### src/rtl/pipelined_addsub_pkg.sv
`default_nettype none
// ============================================================================
//  Module      : pipelined_addsub_pkg
//  Description : Shared helpers for the pipelined adder/subtractor: derived
//                segment width and parameter legality check.
//  Revision    : 1.0 - initial release
// ============================================================================
package pipelined_addsub_pkg;

  // Bits handled by each pipeline segment.
  function automatic int chunk_width(input int width, input int stages);
    return (stages > 0) ? (width / stages) : 0;
  endfunction

  // Legal when every segment gets the same non-zero number of bits.
  function automatic bit params_legal(input int width, input int stages);
    return (width >= 1) && (stages >= 1) && (stages <= width) &&
           ((width % stages) == 0);
  endfunction

endpackage
`default_nettype wire

### src/rtl/pipelined_addsub_stage.sv
`default_nettype none
// ============================================================================
//  Module      : adder_stage
//  Description : One CHUNK-bit segment of the pipelined carry chain. Adds the
//                operand chunks plus carry-in and registers sum and carry-out
//                when enabled.
//  Ports       : clk, rst        - clock, synchronous active-high reset
//                i_en            - load enable (pipeline advance)
//                i_a, i_b, i_cin - operand chunks and carry-in
//                o_sum, o_cout   - registered chunk sum and carry-out
//  Revision    : 1.0 - initial release
// ============================================================================
module adder_stage #(
  parameter int CHUNK = 8
) (
  input  logic             clk,
  input  logic             rst,
  input  logic             i_en,
  input  logic [CHUNK-1:0] i_a,
  input  logic [CHUNK-1:0] i_b,
  input  logic             i_cin,
  output logic [CHUNK-1:0] o_sum,
  output logic             o_cout
);

  logic [CHUNK:0]   w_total;
  logic [CHUNK-1:0] r_sum;
  logic             r_cout;

  assign w_total = {1'b0, i_a} + {1'b0, i_b} + {{CHUNK{1'b0}}, i_cin};

  always_ff @(posedge clk) begin
    if (rst) begin
      r_sum  <= '0;
      r_cout <= 1'b0;
    end else if (i_en) begin
      r_sum  <= w_total[CHUNK-1:0];
      r_cout <= w_total[CHUNK];
    end
  end

  assign o_sum  = r_sum;
  assign o_cout = r_cout;

endmodule
`default_nettype wire

### src/rtl/pipelined_addsub.sv
`default_nettype none
// ============================================================================
//  Module      : pipelined_addsub
//  Description : Pipelined two's-complement adder/subtractor with valid/ready
//                handshakes. The carry chain is cut into STAGES registered
//                segments; upper operand chunks are skewed forward and lower
//                result chunks are delayed so the whole result emerges at once.
//  Ports       : clk, rst              - clock, synchronous active-high reset
//                in_valid, in_ready    - operand handshake (in_ready is
//                                        combinational from out_ready)
//                a, b, c_in, sub       - operands, carry/borrow-in, mode
//                out_valid, out_ready  - result handshake
//                sum, c_out, ovf       - result, raw carry-out, signed overflow
//  Revision    : 1.0 - initial release
// ============================================================================
module pipelined_addsub
  import pipelined_addsub_pkg::*;
#(
  parameter int WIDTH  = 32,
  parameter int STAGES = 4
) (
  input  logic             clk,
  input  logic             rst,
  input  logic             in_valid,
  output logic             in_ready,
  input  logic [WIDTH-1:0] a,
  input  logic [WIDTH-1:0] b,
  input  logic             c_in,
  input  logic             sub,
  output logic             out_valid,
  input  logic             out_ready,
  output logic [WIDTH-1:0] sum,
  output logic             c_out,
  output logic             ovf
);

  localparam int CHUNK = chunk_width(WIDTH, STAGES);

  if (!params_legal(WIDTH, STAGES)) begin : g_bad_params
    $error("pipelined_addsub: WIDTH must be a non-zero multiple of STAGES");
  end

  logic [WIDTH-1:0]  w_b_eff;
  logic              w_c0;
  logic              w_advance;
  logic [STAGES-1:0] r_v;
  logic              r_sa;
  logic              r_sb;

  // Per-stage views, element k belongs to the token currently entering or
  // sitting in stage k. Operand views hold chunks k..STAGES-1 right-aligned;
  // low views hold the already-finished result chunks 0..k-1.
  logic [WIDTH-1:0]  w_skew_a [STAGES];
  logic [WIDTH-1:0]  w_skew_b [STAGES];
  logic [WIDTH-1:0]  w_low    [STAGES];
  logic [CHUNK-1:0]  w_sum_q  [STAGES];
  logic [STAGES-1:0] w_cout_q;

  // Subtraction is a + ~b + ~c_in, so a borrow-in removes the implicit +1.
  assign w_b_eff = sub ? ~b : b;
  assign w_c0    = sub ? ~c_in : c_in;

  // The whole pipe moves together; a full last stage with no taker freezes it.
  assign w_advance = !r_v[STAGES-1] || out_ready;
  assign in_ready  = rst || w_advance;

  always_ff @(posedge clk) begin
    if (rst) begin
      r_v <= '0;
    end else if (w_advance) begin
      r_v <= STAGES'({r_v, in_valid});
    end
  end

  assign w_skew_a[0] = a;
  assign w_skew_b[0] = w_b_eff;
  assign w_low[0]    = '0;

  for (genvar k = 0; k < STAGES; k++) begin : g_stage
    logic w_cin;

    if (k == 0) begin : g_cin_first
      assign w_cin = w_c0;
    end else begin : g_cin_chain
      assign w_cin = w_cout_q[k-1];
    end

    adder_stage #(.CHUNK(CHUNK)) u_stage (
      .clk    (clk),
      .rst    (rst),
      .i_en   (w_advance),
      .i_a    (w_skew_a[k][CHUNK-1:0]),
      .i_b    (w_skew_b[k][CHUNK-1:0]),
      .i_cin  (w_cin),
      .o_sum  (w_sum_q[k]),
      .o_cout (w_cout_q[k])
    );

    if (k < STAGES-1) begin : g_skew
      localparam int REM = WIDTH - (k + 1) * CHUNK;
      localparam int LOW = (k + 1) * CHUNK;

      logic [REM-1:0] r_a_up;
      logic [REM-1:0] r_b_up;
      logic [LOW-1:0] r_low;

      always_ff @(posedge clk) begin
        if (rst) begin
          r_a_up <= '0;
          r_b_up <= '0;
          r_low  <= '0;
        end else if (w_advance) begin
          r_a_up <= w_skew_a[k][CHUNK +: REM];
          r_b_up <= w_skew_b[k][CHUNK +: REM];
          // Append this stage's finished chunk above the earlier ones.
          r_low  <= LOW'(w_low[k] | (WIDTH'(w_sum_q[k]) << (k * CHUNK)));
        end
      end

      assign w_skew_a[k+1] = WIDTH'(r_a_up);
      assign w_skew_b[k+1] = WIDTH'(r_b_up);
      assign w_low[k+1]    = WIDTH'(r_low);
    end
  end

  // Operand sign bits travel with the top chunk into the last stage.
  always_ff @(posedge clk) begin
    if (rst) begin
      r_sa <= 1'b0;
      r_sb <= 1'b0;
    end else if (w_advance) begin
      r_sa <= w_skew_a[STAGES-1][CHUNK-1];
      r_sb <= w_skew_b[STAGES-1][CHUNK-1];
    end
  end

  assign out_valid = r_v[STAGES-1];
  assign sum       = w_low[STAGES-1] |
                     (WIDTH'(w_sum_q[STAGES-1]) << ((STAGES - 1) * CHUNK));
  assign c_out     = w_cout_q[STAGES-1];
  assign ovf       = (r_sa == r_sb) && (sum[WIDTH-1] != r_sa);

endmodule
`default_nettype wire

### config.mk
export PLATFORM = sky130hd
export DESIGN_NAME = pipelined_addsub
export DESIGN_NICKNAME = d
export VERILOG_FILES = /design/src/rtl/pipelined_addsub_pkg.sv /design/src/rtl/pipelined_addsub_stage.sv /design/src/rtl/pipelined_addsub.sv
export SDC_FILE = /design/constraint.sdc
export NUM_CORES = 1
export LEC_CHECK = 0
export ABC_AREA = 1
export CAP_MARGIN = 10
export CORE_MARGIN = 10
export CORE_UTILIZATION = 25
export DETAILED_ROUTE_END_ITERATION = 8
export PLACE_DENSITY = 0.49
export RECOVER_POWER = 100
export SETUP_SLACK_MARGIN = 0.4
export SLEW_MARGIN = 20
export SYNTH_ARGS = -nofsm -noshare
export SYNTH_HDL_FRONTEND = slang
export SYNTH_SLANG_ARGS = --single-unit
### constraint.sdc
create_clock -name clk -period 3.5 [get_ports clk]
set_clock_uncertainty 0.05 [all_clocks]
set_input_delay 0.7 -clock clk [delete_from_list [all_inputs] [get_ports clk]]
set_output_delay 0.7 -clock clk [all_outputs]
set_load 0.01 [all_outputs]
; ---- Word-level counts from Yosys, hierarchy flattened
; Cells that the tools add are included.
[totals]
ff_bits = 186
input_bits = 70
output_inout_bits = 36
wordCells = 41
[classes]
addsub = 8
eq_ne = 2
n_mux = 2
n_bitwise = 5
n_reduce_logical = 4
[ops]
columns = operator, count
row1 = 8-bit by 8-bit adder with 9-bit output, 4
row2 = 9-bit by 1-bit adder with 9-bit output, 4
row3 = 32-bit two-way mux, 1
row4 = 32-bit NOT, 1
row5 = 24-bit by 32-bit bitwise OR with 32-bit output, 1
row6 = 16-bit by 24-bit bitwise OR with 24-bit output, 1
row7 = 8-bit by 16-bit bitwise OR with 16-bit output, 1
row8 = 1-bit logical OR, 2
row9 = 1-bit == test, 1
row10 = 1-bit logical AND, 1
row11 = 1-bit logical NOT, 1
row12 = 1-bit two-way mux, 1
row13 = 1-bit != test, 1
row14 = 1-bit NOT, 1

; ---- Longest topological paths before layout
; Gate-level depths: netlist of the first run.
[logic_depth]
word_depth = 4
depth_mapped = 13
ltp_nobuf = 11

; ---- Cells and area by module
; Synthesis of the first run repeated with hierarchy kept, for this count alone.
[unflattened]
cells_unflattened = 1204
hier_area_um2 = 8877.3
[by_module_without_submodules]
columns = mod, n_inst, cells_per_inst, area_each_um2, seq_area_each_um2
row1 = pipelined_addsub, 1, 799, 6104.6, 3002.9
row2 = adder_stage (g_stage[2].u_stage ...), 2, 102, 699.4, 180.2
row3 = adder_stage (g_stage[1].u_stage), 1, 102, 704.4, 180.2
row4 = adder_stage (g_stage[0].u_stage), 1, 99, 669.4, 180.2

; ---- Least setup slack after synthesis of the first run
; OpenSTA, ideal clock, no wires.
[synth_path]
kind = input to register
startpoint = in sub
endpoint = reg g_stage[0].u_stage.r_sum[6]
setup_ps = 114
t_arrival_ps = 2514
required_time_ps = 3336
slack_ps = 823
path_stages = 12
n_path_buf = 2
cell_sequence = buf_2 > buf_2 > xor2_1 > fa_1 > inv_1 > fa_1 > o21ai_0 > nand2_1 > nand2_1 > nand2_1 > nand3_1 > nand2_1
[synth_between]
elab_chain_cells = 3
elab_cells_between_ends = 4
cone_classes = add/sub (2) / mux (2)
[synth_rtl]
columns = element, line_no
row1 = "start, declared", pipelined_addsub.sv:29  ; input logic sub,
row2 = 32-bit two-way mux, pipelined_addsub.sv:60  ; assign w_b_eff = sub ? ~b : b;
row3 = 8-bit by 8-bit adder with 9-bit output, pipelined_addsub_stage.sv:30  ; assign w_total = {1'b0, i_a} + {1'b0, i_b} + {{CHUNK{1'b0}}, i_cin};
row4 = 9-bit by 1-bit adder with 9-bit output *, pipelined_addsub_stage.sv:30
row5 = "end signal, assigned", pipelined_addsub_stage.sv:37  ; r_sum <= w_total[CHUNK-1:0];
row6 = "end, declared", pipelined_addsub_stage.sv:27  ; logic [CHUNK-1:0] r_sum;
; Every way passes the cells marked *; elsewhere a longest branch is shown, timed or not.
; A chain may end at the register's enable or synchronous reset.

; ---- Worst setup path in the final report of the first run
[layout_path]
startpoint = in out_ready
endpoint = out in_ready
[layout_between]
elab_chain_cells = 2
[layout_rtl]
columns = element, line_no
row1 = "start, declared", pipelined_addsub.sv:31  ; input logic out_ready,
row2 = 1-bit logical OR, pipelined_addsub.sv:64  ; assign w_advance = !r_v[STAGES-1] || out_ready;
row3 = 1-bit logical OR, pipelined_addsub.sv:65  ; assign in_ready = rst || w_advance;
row4 = "end, declared", pipelined_addsub.sv:25  ; output logic in_ready,
; Every way passes these cells.

==> results of run 1 <==
==> kinds of logic (layout without fill, tap and decap cells) <==
logic type	Yosys count	in the layout	synth area share, %
AOI/OAI and AO/OA	222	222	17.85
xor gates and xnor gates	43	43	4.893
adders and majority gates	36	36	6.632
buffers and inverters	192	295	9.802
DFF	186	186	48.37
and+or+nand+nor	231	231	12.45
==> Yosys cell counts, drive strengths merged <==
cell type	n
inv	148
a211oi	5
a21oi	42
a22o	13
xor2	12
or2	3
nand3b	5
o22ai	59
buf	26
fa	8
dfxtp	186
ha	28
nor2	20
nand2	176
o21ai	102
clkbuf	18
a22oi	1
nand3	27
xnor2	31
==> cells in the final DEF, fill, tap and decap left out, types with 3 or more instances in the layout <==
cell type	count
dfxtp_1	186
nand2_1	176
inv_1	146
o21ai_0	102
clkdlybuf4s50_1	67
o22ai_1	55
a21oi_1	42
dlygate4sd3_1	37
xnor2_1	31
ha_1	28
nand3_1	27
nor2_1	17
clkbuf_16	17
a22o_1	13
xor2_1	12
fa_1	8
buf_4	7
a211oi_1	5
nand3b_1	5
inv_6	5
o22ai_2	4
or2_2	3
bufinv_16	3
==> critical path, cell delays in order <==
cell	delay, ns
dlygate4sd3_1	0.57
nor2_4	0.12
inv_1	0.10
nor2_8	0.12
clkinv_2	0.07
dlygate4sd3_1	0.60
==> path summary, 6_finish.rpt <==
check / slack (ns) / start / to / depth (start not counted)
hold / removal: 0.40 / g_stage[0].u_stage.o_sum[4] / g_stage[0].g_skew.r_low[4] / 2
setup reg to reg: 1.06 / r_v[3] / g_stage[0].g_skew.r_a_up[1] / 7
setup / recovery: 0.47 / out_ready / in_ready / 6
hold reg to reg: 0.40 / g_stage[0].u_stage.o_sum[4] / g_stage[0].g_skew.r_low[4] / 2
==> registers in the layout, summed over array words and instances (netlist names) <==
name	cells
g_stage.u_stage.o_sum	32
r_v	4
r_sb	1
g_stage.g_skew.r_b_up	48
r_sa	1
g_stage.g_skew.r_a_up	48
g_stage.u_stage.o_cout	4
g_stage.g_skew.r_low	48
==> routing by layer <==
metal	GRT usage, %	vias to the layer above
li1	-	3120
met1	13.15	2684
met3	2.535	15
met4	3.309	0
met5	0	-
met2	17.51	79
==> area by class of cell <==
| type | count | area, um^2 |
|---|---|---|
| clock buffer | 19 | 452.9 |
| tap | 396 | 495.5 |
| clock inverter | 12 | 172.7 |
| inverter | 148 | 558.0 |
| timing repair buffer | 116 | 1131 |
| sequential | 186 | 3724 |
| fill | 3297 | 20860 |
| multi-input combinational | 532 | 3119 |
==> power by group <==
| part | internal, mW | total, mW | switching, mW |
|---|---|---|---|
| sequential | 2.26 | 2.32 | 0.0540 |
| clock | 1.18 | 2.08 | 0.891 |
| combinational | 0.275 | 0.584 | 0.309 |
| total | 3.72 | 4.97 | 1.25 |
==> per-stage QoR <==
step           cells  util (%)  area [um^2]
2_1_floorplan    910         -         7697
3_3_place_gp    1378     29.95         9138
3_5_place_dp    1378     29.95         9138
4_1_cts         1409     32.00         9763
5_1_grt         1409     31.64         9653
6_report        1409     31.64         9653
==> impl_metrics.py, run 1 <==
metrics = {
    "die": {
        "fp-row-count": 64,
        "die-area_um2": 38210,
        "start_util_pct": 25.23,
        "fp.dieW_um": 195.5,
        "boundaryPins": 106,
        "coreArea_um2": 30510,
        "die_y_um": 195.5,
    },
    "sta": {
        "fin_tns_setup_ns": 0,
        "fin_ws_ns": 0.4720,
        "max_freq_mhz": 330.2,
        "slew_violations": 37,
        "min_period_ns": 3.028,
        "final.period_utilization_pct": 86.51,
        "finalSetupViolCount": 0,
        "hold_viol_final": 0,
        "tightest_slew_ns": 1.640,
        "rsz0062_at_grt": "no",
        "max-slew-margin-rel_pct": -9.327,
        "hold_ws_ns": 0.3957,
    },
    "critical_path": {
        "worstSetupPathType": "input pin to output pin",
        "cp.arrival_ns": 2.28,
        "worstPathMaxFanout": 2,
        "worstSetupEndpointType": "output pin",
        "startpoint_type": "input pin",
        "cp.required_ns": 2.75,
    },
    "final_layout": {
        "drive_gt1_share_pct": 5.232,
        "area_delta_synth_final_pct": 25.41,
        "final_nets": 1107,
        "insertedDiodeCount": 0,
    },
    "route": {
        "routed_wl_um": 19660,
        "drt-initial-drc-count": 292,
        "route.met2.wl_um": 9267,
        "routedWlPerCell_um": 13.95,
        "drcViolationCount": 0,
        "drtPass1Iterations": 4,
        "wirelength_met1_um": 9188,
        "num_vias": 5898,
        "ant_nets": 0,
        "vias_per_cell": 4.186,
        "dr_wl_met3_um": 952,
        "highest_layer": "met4",
    },
    "place": {
        "place.gp.congestion": 0.7576,
        "place_ws_ns": 0.6223,
        "dp_hpwl_um": 13520,
        "io_buffers": 105,
    },
    "yosys": {
        "syn-instance-count": 910,
        "synth_nets": 1016,
        "syn-cell-area_um2": 7697,
        "synth-seq-cells": 186,
        "synth_cell_type_count": 25,
        "ys_seq_area_share_pct": 48.37,
        "synth_top_cell_area_share_pct": 48.37,
        "yosysTopAreaCell": "dfxtp_1",
        "syn_area_per_cell_um2": 8.459,
        "yosysWarnings": 0,
        "synth_area_leaders": "dfxtp_1, nand2_1, inv_1",
    },
    "cts": {
        "postCtsResizedCells": 0,
        "cts_tree": "done",
        "clock_sinks": 186,
        "post-cts-setup-buffers": 0,
        "htree_levels": 4,
        "cts.path.max_buffers": 2,
        "cts_buffers": 17,
        "path_clk_slew_ns": 0.07,
        "root_buffer": "clkbuf_16",
        "holdBufCountCts": 0,
        "clk_latency_ns": 0.42,
    },
    "global_route": {
        "grt_start_max_net_pins": 86,
        "track_usage_pct": 10.55,
        "global_route.overflow_total": 0,
        "antenna_found_initial": 0,
        "grt_pass1_wl_um": 32530,
        "grt_pass1_vias": 5883,
    },
    "status": {
        "status": "finished, violations left",
        "failed_checks": "capacitance limit, slew limit",
    },
    "power": {
        "irDropWorstVdd_uv": 338.1,
        "fin_total_pwr_mw": 4.975,
        "powerDensity_nw_per_um2": 515.4,
        "p_leak_nw": 4.093,
    },
    "min_path": {
        "hp-class": "flop to flop",
    },
    "job": {
        "cap_violations": 1,
    },
}
Power figures use the tool's default switching activity.
==> run 2, diff against run 1 <==
Clock period 3.5 ns to 3.9 ns, I/O delays scaled along.
==> run 2 against run 1 <==
Effect of this change: the flow still finishes with violations (capacitance limit, slew limit); sequential share of layout area is 0.13 points higher; count of clock-buffer cells in the layout is 1 lower; critical path type unchanged; power is 11% lower; global-route usage is 0.13 points lower; worst setup slack better by 0.18 ns; worst hold slack better by 0.0034 ns; register-to-register slack better by 0.33 ns; routed wire length is 0.75% lower; combinational power is 11% lower.
==> impl_metrics.py, run 2 (same netlist as run 1, synthesis figures left out) <==
metrics = {
    "die": {
        "boundaryPins": 106,
        "die_y_um": 195.5,
        "coreArea_um2": 30510,
        "die-area_um2": 38210,
        "fp.dieW_um": 195.5,
        "start_util_pct": 25.23,
        "fp-row-count": 64,
    },
    "job": {
        "cap_violations": 1,
    },
    "route": {
        "vias_per_cell": 4.198,
        "ant_nets": 0,
        "drcViolationCount": 0,
        "routed_wl_um": 19510,
        "num_vias": 5907,
        "drt-initial-drc-count": 257,
        "routedWlPerCell_um": 13.86,
        "drtPass1Iterations": 4,
    },
    "sta": {
        "max_freq_mhz": 307.5,
        "hold_ws_ns": 0.3991,
        "final.period_utilization_pct": 83.38,
        "max-slew-margin-rel_pct": -3.010,
        "fin_tns_setup_ns": 0,
        "hold_viol_final": 0,
        "tightest_slew_ns": 1.545,
        "min_period_ns": 3.252,
        "slew_violations": 37,
        "finalSetupViolCount": 0,
        "rsz0062_at_grt": "no",
    },
    "final_layout": {
        "insertedDiodeCount": 0,
        "final_area_um2": 9620,
        "layout_common_cells": "dfxtp_1, nand2_1, inv_1",
        "area_delta_synth_final_pct": 24.98,
        "fillers": 3292,
        "final_common_cell": "dfxtp_1",
        "reg.largest.list": "g_stage.g_skew.r_a_up: 48 flops, g_stage.g_skew.r_b_up: 48 flops, g_stage.g_skew.r_low: 48 flops",
        "multi_input_area_um2": 3093,
        "drive_gt1_share_pct": 4.550,
        "ff_latch_area_um2": 3724,
        "final_nets": 1106,
    },
    "global_route": {
        "track_usage_pct": 10.41,
        "use_met2_pct": 17.46,
        "grt_start_max_net_pins": 86,
        "grt_pass1_wl_um": 32280,
        "top_usage_layer": "met2",
        "antenna_found_initial": 1,
        "met3_usage_pct": 2.604,
        "grtUsageMet1_pct": 12.77,
        "global_route.overflow_total": 0,
        "grt_pass1_vias": 6016,
    },
    "cts": {
        "clk_latency_ns": 0.43,
        "cts_tree": "done",
        "cts.path.max_buffers": 2,
        "root_buffer": "clkbuf_16",
        "path_clk_slew_ns": 0.07,
        "cts_buffers": 17,
        "holdBufCountCts": 0,
        "post-cts-setup-buffers": 0,
        "clock_sinks": 186,
        "htree_levels": 4,
        "postCtsResizedCells": 0,
    },
    "place": {
        "place_area_um2": 9143,
        "dp_hpwl_um": 13290,
        "place.gp.congestion": 0.7516,
        "io_buffers": 105,
    },
    "critical_path": {
        "cp.arrival_ns": 2.42,
        "worstSetupEndpointType": "output pin",
        "worstPathMaxFanout": 2,
        "cp.required_ns": 3.07,
        "worstSetupPathType": "input pin to output pin",
        "startpoint_type": "input pin",
    },
    "power": {
        "p_sw_mw": 1.131,
        "internal_power_mw": 3.305,
        "powerDensity_nw_per_um2": 461.2,
        "swShare_pct": 25.50,
        "p_comb_share_pct": 11.8,
        "pwr-share-seq_pct": 46.8,
        "clkPwrFrac_pct": 41.4,
        "p_leak_nw": 4.086,
        "irDropWorstVdd_uv": 299.4,
    },
    "status": {
        "failed_checks": "capacitance limit, slew limit",
        "status": "finished, violations left",
    },
    "min_path": {
        "hp-class": "flop to flop",
    },
}
## run 2: per-stage QoR
step | std cells | utilization, % | power [mW] | setup slack (ns)
6_report | 1407 | 31.53 | 4.437 | 0.6483
3_5_place_dp | 1377 | 29.97 | 2.677 | 0.9029
4_1_cts | 1407 | 31.97 | 4.542 | 0.8937
2_1_floorplan | 910 | - | 2.462 | 1.143
5_1_grt | 1407 | 31.53 | 4.678 | 0.5552
3_3_place_gp | 1377 | 29.97 | 2.672 | 0.8972
## run 2: layout make-up
type	instances	area share (%)
Clock buffer	18	4.461
Clock inverter	12	1.899
Multi-Input combinational cell	532	32.15
Tap cell	396	5.150
Sequential cell	186	38.70
Inverter	148	5.800
Timing Repair Buffer	115	11.84
## run 2: final timing paths
kind / slack (ns) / depth (start not counted) / endpoint / startpoint
worst min register to register: 0.40 / 2 / g_stage[2].g_skew.r_low[20] / g_stage[2].u_stage.o_sum[4]
worst max register to register: 1.39 / 9 / g_stage[1].u_stage.o_sum[3] / r_v[3]
worst max-delay path: 0.65 / 6 / in_ready / out_ready
worst min-delay path: 0.40 / 2 / g_stage[2].g_skew.r_low[20] / g_stage[2].u_stage.o_sum[4]
## run 2: power groups by stage
stage	Sequential, mW	Combinational, mW	Clock [mW]
2_1_floorplan	2.12	0.344	0
3_3_place_gp	2.12	0.549	0
3_5_place_dp	2.12	0.553	0
4_1_cts	2.08	0.557	1.90
5_1_grt	2.09	0.599	1.99
6_report	2.08	0.522	1.84
## run 2: worst max-delay path, cell delays in order
cell and delay, ns:
dlygate4sd3_1 0.53, nor2_1 0.18, inv_1 0.14, nor2_8 0.12, clkinv_2 0.07, dlygate4sd3_1 0.60
## run 2: per-layer routing
| metal | part of all wire [%] | vias to the layer above |
|---|---|---|
| met5 | 0.087 | - |
| met2 | 47 | 79 |
| met1 | 48 | 2676 |
| met4 | 1.2 | 2 |
| li1 | - | 3131 |
| met3 | 3.7 | 19 |
==> run 3, diff against run 2 <==
Clock period 3.9 ns to 3.3 ns, I/O delays scaled along.
==> run 3 against run 2 <==
Effect of this change: worst hold slack improved by 0.0038 ns; via count is 0.37% lower; combinational power is 19% higher; global-route usage hardly changed; highest routed layer unchanged; largest cell class unchanged; routed wire length up 0.77%; the flow still finishes with violations (capacitance limit, slew limit); non-clock buffer count rose by 1; power is 17% higher; count of clock-buffer cells in the layout unchanged; final area hardly changed.
==> impl_metrics.py, run 3 (same netlist as run 1, synthesis figures left out) <==
metrics = {
    "critical_path": {
        "critPathTopFamily": "buffers and inverters",
        "rr_worst_depth": 6,
        "worstSetupEndpointType": "output pin",
        "critPathMaxStageDelay_ns": 0.62,
        "worstSetupPathType": "input pin to output pin",
        "cp_num_cells": 6,
        "cp.arrival_ns": 2.18,
        "path_cells": "clkdlybuf4s50_1, nor2_1, inv_1, nor2_8, clkinv_2, dlygate4sd3_1",
        "startpoint_type": "input pin",
        "worst-path-buf-inv": 4,
        "cp.required_ns": 2.59,
        "crit_path_top_delay_cell": "dlygate4sd3_1",
        "worstPathMaxFanout": 2,
    },
    "die": {
        "fp.dieW_um": 195.5,
        "coreArea_um2": 30510,
        "die-area_um2": 38210,
        "fp-row-count": 64,
        "start_util_pct": 25.23,
        "boundaryPins": 106,
        "die_y_um": 195.5,
    },
    "power": {
        "p_comb_share_pct": 12.0,
        "pwr-share-seq_pct": 47.4,
        "fin_total_pwr_mw": 5.182,
        "powerDensity_nw_per_um2": 538.6,
        "irDropWorstVdd_uv": 346.1,
        "swShare_pct": 26.65,
        "p_sw_mw": 1.381,
        "clkPwrFrac_pct": 40.7,
        "p_leak_nw": 4.090,
        "internal_power_mw": 3.801,
    },
    "sta": {
        "finalSetupViolCount": 0,
        "max_freq_mhz": 346.5,
        "slew_violations": 37,
        "final.period_utilization_pct": 87.46,
        "tightest_slew_ns": 1.660,
        "rsz0062_at_grt": "no",
        "hold_viol_final": 0,
        "fin_tns_setup_ns": 0,
        "max-slew-margin-rel_pct": -10.67,
        "min_period_ns": 2.886,
        "hold_ws_ns": 0.4029,
    },
    "route": {
        "routedWlPerCell_um": 13.94,
        "drtPass1Iterations": 4,
        "ant_nets": 0,
        "route.met2.wl_um": 9194,
        "routed_wl_um": 19660,
        "drt-initial-drc-count": 205,
        "drcViolationCount": 0,
        "dr_wl_met3_um": 924,
        "vias_per_cell": 4.174,
        "num_vias": 5885,
        "highest_layer": "met5",
        "wirelength_met1_um": 9372,
    },
    "global_route": {
        "global_route.overflow_total": 0,
        "grt_pass1_wl_um": 32230,
        "track_usage_pct": 10.44,
        "grt_pass1_vias": 6063,
        "grt_start_max_net_pins": 86,
        "antenna_found_initial": 1,
    },
    "cts": {
        "root_buffer": "clkbuf_16",
        "clk_latency_ns": 0.43,
        "cts_buffers": 17,
        "cts.path.max_buffers": 2,
        "postCtsResizedCells": 0,
        "holdBufCountCts": 0,
        "cts_tree": "done",
        "htree_levels": 4,
        "path_clk_slew_ns": 0.07,
        "post-cts-setup-buffers": 0,
        "clock_sinks": 186,
    },
    "final_layout": {
        "final_nets": 1107,
        "area_delta_synth_final_pct": 25.00,
        "reg.largest.list": "g_stage.g_skew.r_a_up: 48 flops, g_stage.g_skew.r_b_up: 48 flops, g_stage.g_skew.r_low: 48 flops",
        "drive_gt1_share_pct": 4.832,
        "final_util_pct": 31.54,
        "layout_common_cells": "dfxtp_1, nand2_1, inv_1",
        "fillers": 3176,
        "final_common_cell": "dfxtp_1",
        "insertedDiodeCount": 0,
    },
    "job": {
        "cap_violations": 1,
    },
    "place": {
        "io_buffers": 105,
        "place.gp.congestion": 0.7431,
        "dp_hpwl_um": 13590,
    },
    "status": {
        "status": "finished, violations left",
        "failed_checks": "capacitance limit, slew limit",
    },
    "min_path": {
        "hp-class": "flop to flop",
        "min_path_cells": 2,
    },
}
==> run 3: cell types whose count changed in the layout (fill, tap and decap cells not counted), sizes merged <==
cell,delta
bufinv,-2
dlygate4sd3,-1
buf,+1
clkinv,+4
clkdlybuf4s50,+1
==> run 3: power by group through the flow <==
stage | clock network, mW | registers (mW) | logic, mW
floorplan | 0 | 2.50 | 0.406
global placement | 0 | 2.51 | 0.651
detailed placement | 0 | 2.51 | 0.657
CTS | 2.19 | 2.46 | 0.663
global route | 2.27 | 2.47 | 0.711
finish | 2.11 | 2.45 | 0.619
==> run 3: worst paths after layout <==
path | start | to | slack [ns]
worst min register to register | g_stage[2].g_skew.r_low[16] | g_stage[2].g_skew.r_low[16] | 0.40
worst min-delay path | g_stage[2].g_skew.r_low[16] | g_stage[2].g_skew.r_low[16] | 0.40
worst max register to register | r_v[3] | g_stage[0].g_skew.r_a_up[1] | 0.79
worst max-delay path | out_ready | in_ready | 0.41
==> run 3: tightest hold or removal path: stages (launching register included) <==
cell	delay, ns
dfxtp_1	0.32
nand2_1	0.05
o21ai_0	0.05
==> run 3: stage by stage <==
step                instances  worst slack (ns)  cell area [um^2]
CTS                      1410            0.5199              9764
global placement         1378            0.4134              9150
global route             1410            0.2849              9622
finish                   1410            0.4139              9622
floorplan                 910            0.6627              7697
detailed placement       1378            0.4312              9150
==> run 3: final cells by class <==
| cell class | count | area (um^2) | area share, % |
|---|---|---|---|
| clock inverters | 14 | 175.2 | 1.821 |
| repair buffers | 116 | 1144 | 11.89 |
| inverters | 148 | 558.0 | 5.800 |
| multi-input cells | 532 | 3087 | 32.08 |
| well taps | 396 | 495.5 | 5.150 |
| clock buffers | 18 | 439.2 | 4.564 |
| flip-flops and latches | 186 | 3724 | 38.70 |
==> run 3: per-layer routing <==
metal	vias up	global-route usage, %
li1	3123	-
met1	2669	12.59
met2	80	17.56
met3	11	3.066
met4	2	3.054
met5	-	0
